==> src/rtl/wordle_pkg.sv <==
// Shared Wordle constants: word geometry, colour codes and the scorer's
// state encoding. Imported by the scorer, its match helper and the guess SM.
package wordle_pkg;

  localparam int N      = 5;   // letters per word
  localparam int CHAR_W = 8;   // bits per ASCII character

  localparam logic [1:0] GREY   = 2'b00;
  localparam logic [1:0] YELLOW = 2'b01;
  localparam logic [1:0] GREEN  = 2'b10;

  // state     | meaning
  // S_IDLE    | waiting for Start
  // S_GREEN   | exact-position matches, all letters at once
  // S_YELLOW  | one guess position per cycle, left to right
  // S_DONE    | Done pulse, final score/Win visible
  typedef enum logic [1:0] {
    S_IDLE,
    S_GREEN,
    S_YELLOW,
    S_DONE
  } scorer_state_t;

endpackage

==> src/rtl/wordle_scorer_if.sv <==
// Request/result bundle for wordle_scorer.
//   Start  : single-cycle request, samples guess/answer when accepted
//   guess  : guess word, position 0 in the top CHAR_W bits
//   answer : word of the day, same packing
//   Busy   : job in flight
//   Done   : one-cycle pulse, score/Win valid
//   score  : 2 bits per position, position 0 in the top two bits
//   Win    : all positions green
interface wordle_scorer_if;

  logic                                       Start;
  logic [wordle_pkg::N*wordle_pkg::CHAR_W-1:0] guess;
  logic [wordle_pkg::N*wordle_pkg::CHAR_W-1:0] answer;
  logic                                       Busy;
  logic                                       Done;
  logic [2*wordle_pkg::N-1:0]                 score;
  logic                                       Win;

  modport master (output Start, guess, answer, input Busy, Done, score, Win);
  modport slave  (input Start, guess, answer, output Busy, Done, score, Win);

endinterface

==> src/rtl/wordle_first_match.sv <==
// Finds the lowest answer position that holds i_letter and has not yet been
// consumed. Purely combinational.
//   i_letter : letter being searched for
//   i_answer : answer word, position 0 in the top CHAR_W bits
//   i_used   : consumed mask, bit j = answer position j
//   o_found  : some unconsumed position matches
//   o_idx    : one-hot of the lowest matching position (bit j = position j)
module wordle_first_match
  import wordle_pkg::*;
(
  input  logic [CHAR_W-1:0]   i_letter,
  input  logic [N*CHAR_W-1:0] i_answer,
  input  logic [N-1:0]        i_used,
  output logic                o_found,
  output logic [N-1:0]        o_idx
);

  logic [N-1:0] w_hit;

  always_comb begin
    w_hit = '0;
    for (int j = 0; j < N; j++) begin
      w_hit[j] = !i_used[j] && (i_answer[N*CHAR_W-1-j*CHAR_W -: CHAR_W] == i_letter);
    end
  end

  // Position 0 sits in bit 0, so isolating the lowest set bit picks the
  // leftmost eligible answer letter.
  assign o_idx   = w_hit & (~w_hit + N'(1));
  assign o_found = |w_hit;

endmodule

==> src/rtl/wordle_scorer.sv <==
// Scores a 5-letter guess against the word of the day. Greens are resolved in
// one cycle, then yellows one guess position per cycle so that each answer
// letter is consumed at most once, leftmost guess letter first.
//   Clk   : system clock, rising edge
//   reset : asynchronous, active-high
//   bus   : request/result bundle (slave side)
module wordle_scorer
  import wordle_pkg::*;
(
  input  logic           Clk,
  input  logic           reset,
  wordle_scorer_if.slave bus
);

  localparam int                 CNT_W     = $clog2(N);
  localparam logic [CNT_W-1:0]   LAST_POS  = CNT_W'(N-1);
  localparam logic [2*N-1:0]     ALL_GREEN = {N{GREEN}};

  scorer_state_t       r_state, w_state_nxt;
  logic [N*CHAR_W-1:0] r_guess, r_answer;
  logic [2*N-1:0]      r_score, w_score_nxt;
  logic [N-1:0]        r_used, w_used_nxt;
  logic                r_win, w_win_nxt;
  logic [CNT_W-1:0]    r_cnt, w_cnt_nxt;
  logic                w_load;
  logic [CNT_W-1:0]    w_pos;
  logic [CHAR_W-1:0]   w_letter;
  logic                w_found;
  logic [N-1:0]        w_idx;

  // Yellow pass counts down; the position handled ascends from 0.
  assign w_pos = LAST_POS - r_cnt;

  always_comb begin
    w_letter = '0;
    for (int i = 0; i < N; i++) begin
      if (CNT_W'(i) == w_pos) w_letter = r_guess[N*CHAR_W-1-i*CHAR_W -: CHAR_W];
    end
  end

  wordle_first_match u_first_match (
    .i_letter (w_letter),
    .i_answer (r_answer),
    .i_used   (r_used),
    .o_found  (w_found),
    .o_idx    (w_idx)
  );

  always_ff @(posedge Clk or posedge reset) begin
    if (reset) r_state <= S_IDLE;
    else       r_state <= w_state_nxt;
  end

  always_comb begin
    w_state_nxt = r_state;
    w_score_nxt = r_score;
    w_used_nxt  = r_used;
    w_win_nxt   = r_win;
    w_cnt_nxt   = r_cnt;
    w_load      = 1'b0;
    case (r_state)
      S_IDLE: begin
        if (bus.Start) begin
          w_load      = 1'b1;
          w_score_nxt = '0;
          w_used_nxt  = '0;
          w_win_nxt   = 1'b0;
          w_state_nxt = S_GREEN;
        end
      end
      S_GREEN: begin
        for (int i = 0; i < N; i++) begin
          if (r_guess[N*CHAR_W-1-i*CHAR_W -: CHAR_W] == r_answer[N*CHAR_W-1-i*CHAR_W -: CHAR_W]) begin
            w_score_nxt[2*N-1-2*i -: 2] = GREEN;
            w_used_nxt[i]               = 1'b1;
          end else begin
            w_score_nxt[2*N-1-2*i -: 2] = GREY;
          end
        end
        w_cnt_nxt   = LAST_POS;
        w_state_nxt = S_YELLOW;
      end
      S_YELLOW: begin
        for (int i = 0; i < N; i++) begin
          if (CNT_W'(i) == w_pos && r_score[2*N-1-2*i -: 2] != GREEN && w_found) begin
            w_score_nxt[2*N-1-2*i -: 2] = YELLOW;
            w_used_nxt                  = r_used | w_idx;
          end
        end
        w_cnt_nxt = r_cnt - CNT_W'(1);
        if (r_cnt == '0) begin
          w_win_nxt   = (w_score_nxt == ALL_GREEN);
          w_state_nxt = S_DONE;
        end
      end
      S_DONE: begin
        w_state_nxt = S_IDLE;
      end
      default: w_state_nxt = S_IDLE;
    endcase
  end

  always_ff @(posedge Clk or posedge reset) begin
    if (reset) begin
      r_guess  <= '0;
      r_answer <= '0;
      r_score  <= '0;
      r_used   <= '0;
      r_win    <= 1'b0;
      r_cnt    <= '0;
    end else begin
      if (w_load) begin
        r_guess  <= bus.guess;
        r_answer <= bus.answer;
      end
      r_score <= w_score_nxt;
      r_used  <= w_used_nxt;
      r_win   <= w_win_nxt;
      r_cnt   <= w_cnt_nxt;
    end
  end

  assign bus.Busy  = (r_state != S_IDLE);
  assign bus.Done  = (r_state == S_DONE);
  assign bus.score = r_score;
  assign bus.Win   = r_win;

endmodule
==> src/flat_wrapper.sv <==
// flat-port wrapper written by rule: the top's interface ports become plain ports
module wordle_scorer_flat import wordle_pkg::*;
  (Clk, reset, bus_Start, bus_guess, bus_answer, bus_Busy, bus_Done, bus_score, bus_Win);
  wordle_scorer_if bus_i ();
  input  logic Clk;
  input  logic reset;
  input wire logic [$bits(bus_i.Start)-1:0] bus_Start;
  input wire logic [$bits(bus_i.guess)-1:0] bus_guess;
  input wire logic [$bits(bus_i.answer)-1:0] bus_answer;
  output wire logic [$bits(bus_i.Busy)-1:0] bus_Busy;
  output wire logic [$bits(bus_i.Done)-1:0] bus_Done;
  output wire logic [$bits(bus_i.score)-1:0] bus_score;
  output wire logic [$bits(bus_i.Win)-1:0] bus_Win;
  assign bus_i.Start = bus_Start;
  assign bus_i.guess = bus_guess;
  assign bus_i.answer = bus_answer;
  assign bus_Busy = bus_i.Busy;
  assign bus_Done = bus_i.Done;
  assign bus_score = bus_i.score;
  assign bus_Win = bus_i.Win;
  wordle_scorer u_core (.Clk(Clk), .reset(reset), .bus(bus_i));
endmodule
==> config.mk <==
export PLATFORM = sky130hd
export DESIGN_NAME = wordle_scorer_flat
export DESIGN_NICKNAME = d
export VERILOG_FILES = /design/src/rtl/wordle_pkg.sv /design/src/rtl/wordle_scorer_if.sv /design/src/rtl/wordle_first_match.sv /design/src/rtl/wordle_scorer.sv /design/src/flat_wrapper.sv
export SDC_FILE = /design/constraint.sdc
export NUM_CORES = 1
export LEC_CHECK = 0
export ABC_AREA = 1
export CAP_MARGIN = 20
export CORE_MARGIN = 3
export CORE_UTILIZATION = 59
export CTS_CLUSTER_SIZE = 8
export DETAILED_ROUTE_END_ITERATION = 7
export PLACE_DENSITY_LB_ADDON = 0.25
export SYNTH_ARGS = -nofsm -noshare
export SYNTH_HDL_FRONTEND = slang
export SYNTH_SLANG_ARGS = --single-unit
==> constraint.sdc <==
create_clock -name Clk -period 9.1 [get_ports Clk]
set_input_delay 2.275 -clock Clk [delete_from_list [all_inputs] [get_ports Clk]]
set_output_delay 2.275 -clock Clk [all_outputs]
set_load 0.005 [all_outputs]
==> results.toml <==
[die]
num_rows = 36
die_h_um = 108
core_sq_mm = 0.00995
io_pins = 96
dieArea_sq_mm = 0.0117
start_util_pct = 61.7
fp.dieW_um = 108

[clock_network]
path_clk_slew_ns = 0.10
clk_path_buf_depth = 2
numClockSinks = 101
root_buffer = "clkbuf_8"
clock_latency_ns = 0.40
cts_buffers = 9
cts_tree = "done"
ctsHtreeMaxLevel = 3
cts_resized = 0
postCtsSetupBuffers = 0
ctsHoldBuffers = 0

[power]
leakage_nw = 3.49
power_density_mw_per_mm2 = 378
ir_drop_uv = 235

[global_route]
grt_pass1_wl_um = 27000
grt_pass1_vias = 5302
grt_usage_pct = 30.5
antenna_found_initial = 0
grt_start_max_net_pins = 103
grt_overflow = 0

[worst_hold_path]
whs_path_depth = 2
hold_class = "reg2reg"
min-delay-start = "u_core.r_used[2]"
hold_path_end = "u_core.r_used[2]"

[drt]
first_iter_violations = 368
drc = 0
ant_nets = 0
wl_per_cell_um = 17.7
vias_per_cell = 5.50
wl_um = 16700
dr_total_vias = 5195
dr.pass1.iters = 5

[finish]
final_cell_mix = "nand2_1, dfrtp_1, clkdlybuf4s50_1"
final_common_cell = "nand2_1"
diodes = 0
nNetsFinal = 901
area_delta_synth_final_pct = 20.4
fillCellCount = 738
drive_gt1_share_pct = 18.7
stdcell_count = 944

[placement]
placed_cells = 927
io_buffers = 95
place_hpwl_um = 12700
place.gp.congestion = 0.955

[sta]
hold_violations = 0
finalCritPeriodShare_pct = 45.2
relSlewSlack_pct = 55.3
maxSlewViolCount = 0
finalSetupTns_ns = 0
layout_min_cycle_time_ns = 4.11
rsz0062_at_grt = "false"
setup_viol = 0
worst-slew-pin-transition_ns = 0.671
fmaxAchievable_mhz = 243
skew_ns = 0.00891

[critical_path]
worstPathRequired_ns = 6.83
r2r-end = "u_core.r_used[4]"
critPathMostFrequentCell = "inv_1"
crit_buf_inv = 3
cp_slowest_cell = "clkdlybuf4s50_1"
path_class = "reg2out"
path_cells = "inv_1, ha_1, inv_1, clkdlybuf4s50_1"
critPathTopFamily = "buffers and inverters"
r2r-start = "u_core.r_cnt[0]"
cp-start-kind = "flip-flop"
critical_path.max_fanout = 5
crit_path_max_incr_delay_ns = 0.49
reg2reg_depth = 20
regToRegSetupSlack_ns = 5.28
critPathArrivalTime_ns = 1.84
cp-end-kind = "primary output"

[synth]
syn_area_per_cell_sq_um = 8.59
synth_cells = 715
yosysWarnings = 0
synth_seq_cells = 101
synth_area_sq_mm = 0.00614
synth.distinct_cells = 34
syn-num-nets = 810
seq_area_frac_synth_pct = 41.2

[run_status]
status = "finished clean"

[flow_run]
cap_violations = 0
sequential cells by signal, indices dropped and copies added (netlist names):
name,cells
u_core.r_cnt,3
u_core.bus.Win,1
u_core.bus.score,10
u_core.r_guess,40
u_core.r_answer,40
u_core.r_used,5
u_core.r_state,2
how the worst max path moves through the flow:
stage                 startpoint                  to  slack, ns  cells after the start
4_1_cts        u_core.r_state[1]            bus_Busy       4.99                      4
3_5_place_dp           bus_Start  u_core.r_guess[18]       4.83                      4
5_1_grt        u_core.r_state[1]            bus_Busy       4.91                      4
6_report       u_core.r_state[1]            bus_Busy       4.99                      4
2_1_floorplan              reset      u_core.bus.Win       4.18                      1
3_3_place_gp           bus_Start   u_core.r_guess[6]       4.92                      4
report_power, final:
group | internal [W] | total (W) | switching (W)
logic | 0.000653 | 0.00165 | 0.000995
registers | 0.000644 | 0.000871 | 0.000227
clock network | 0.000110 | 0.000275 | 0.000165
total | 0.00141 | 0.00279 | 0.00139
cells in the mapped netlist, drive strengths merged:
| cell | n | area [sq um] |
|---|---|---|
| nand2 | 206 | 926 |
| dfrtp | 101 | 2530 |
| inv | 77 | 294 |
| nor2 | 61 | 279 |
| mux2 | 58 | 653 |
| nand3 | 45 | 263 |
| a21oi | 36 | 191 |
| xnor2 | 29 | 254 |
| o21ai | 17 | 85.1 |
| xor2 | 17 | 149 |
| clkbuf | 13 | 48.8 |
| ha | 12 | 150 |
| nand3b | 10 | 75.1 |
| or2 | 8 | 50.1 |
| nor4 | 6 | 37.5 |
| buf | 5 | 50.0 |
| nand4 | 4 | 25.0 |
| a22oi | 3 | 22.5 |
| o22ai | 3 | 18.8 |
| o41ai | 2 | 25.0 |
| a2bb2oi | 1 | 8.76 |
| nor3 | 1 | 5.00 |
layout make-up:
cell class	instances	area [sq um]	area share [%]
Tap cell	133	166	2.25
Clock inverter	5	40.0	0.542
Timing Repair Buffer	98	993	13.4
Sequential cell	101	2530	34.2
Multi-Input combinational cell	519	3230	43.6
Clock buffer	11	141	1.91
Inverter	77	297	4.01
cell families (layout without fill, tap and decap cells):
| group | count (synthesis) | in the layout | share of synthesized area [%] |
|---|---|---|---|
| simple gates | 341 | 341 | 27.0 |
| flops | 101 | 101 | 41.2 |
| buf+inv | 95 | 191 | 6.40 |
| compound gates | 62 | 62 | 5.73 |
| mux | 58 | 58 | 10.6 |
| xor+xnor | 46 | 46 | 6.56 |
| fa+ha+maj | 12 | 12 | 2.45 |
stage by stage:
stage | util (%) | area (sq um) | power, W | setup slack, ns | hold slack, ns
floorplan | - | 6140 | 0.00205 | 4.18 | 0.441
detailed placement | 72.1 | 7180 | 0.00249 | 4.83 | 0.467
global placement | 72.1 | 7180 | 0.00243 | 4.92 | 0.456
global route | 74.2 | 7390 | 0.00301 | 4.91 | 0.522
CTS | 74.0 | 7360 | 0.00277 | 4.99 | 0.488
finish | 74.2 | 7390 | 0.00279 | 4.99 | 0.486
worst min-delay path, stage by stage (launching register included):
cell and delay [ns]:
dfrtp_1 0.36, nand2_1 0.05, nand2_1 0.05
layer usage:
layer / global-route usage (%) / part of all wire [%] / wire length, um / vias to the layer above
met5: 0 / 0 / 0 / -
met4: 13.9 / 3.9 / 648 / 0
met3: 7.10 / 5.6 / 932 / 44
met2: 50.8 / 50 / 8300 / 208
met1: 37.9 / 41 / 6800 / 2472
li1: - / - / - / 2471
Note: power is estimated with default switching activity, not from simulation.
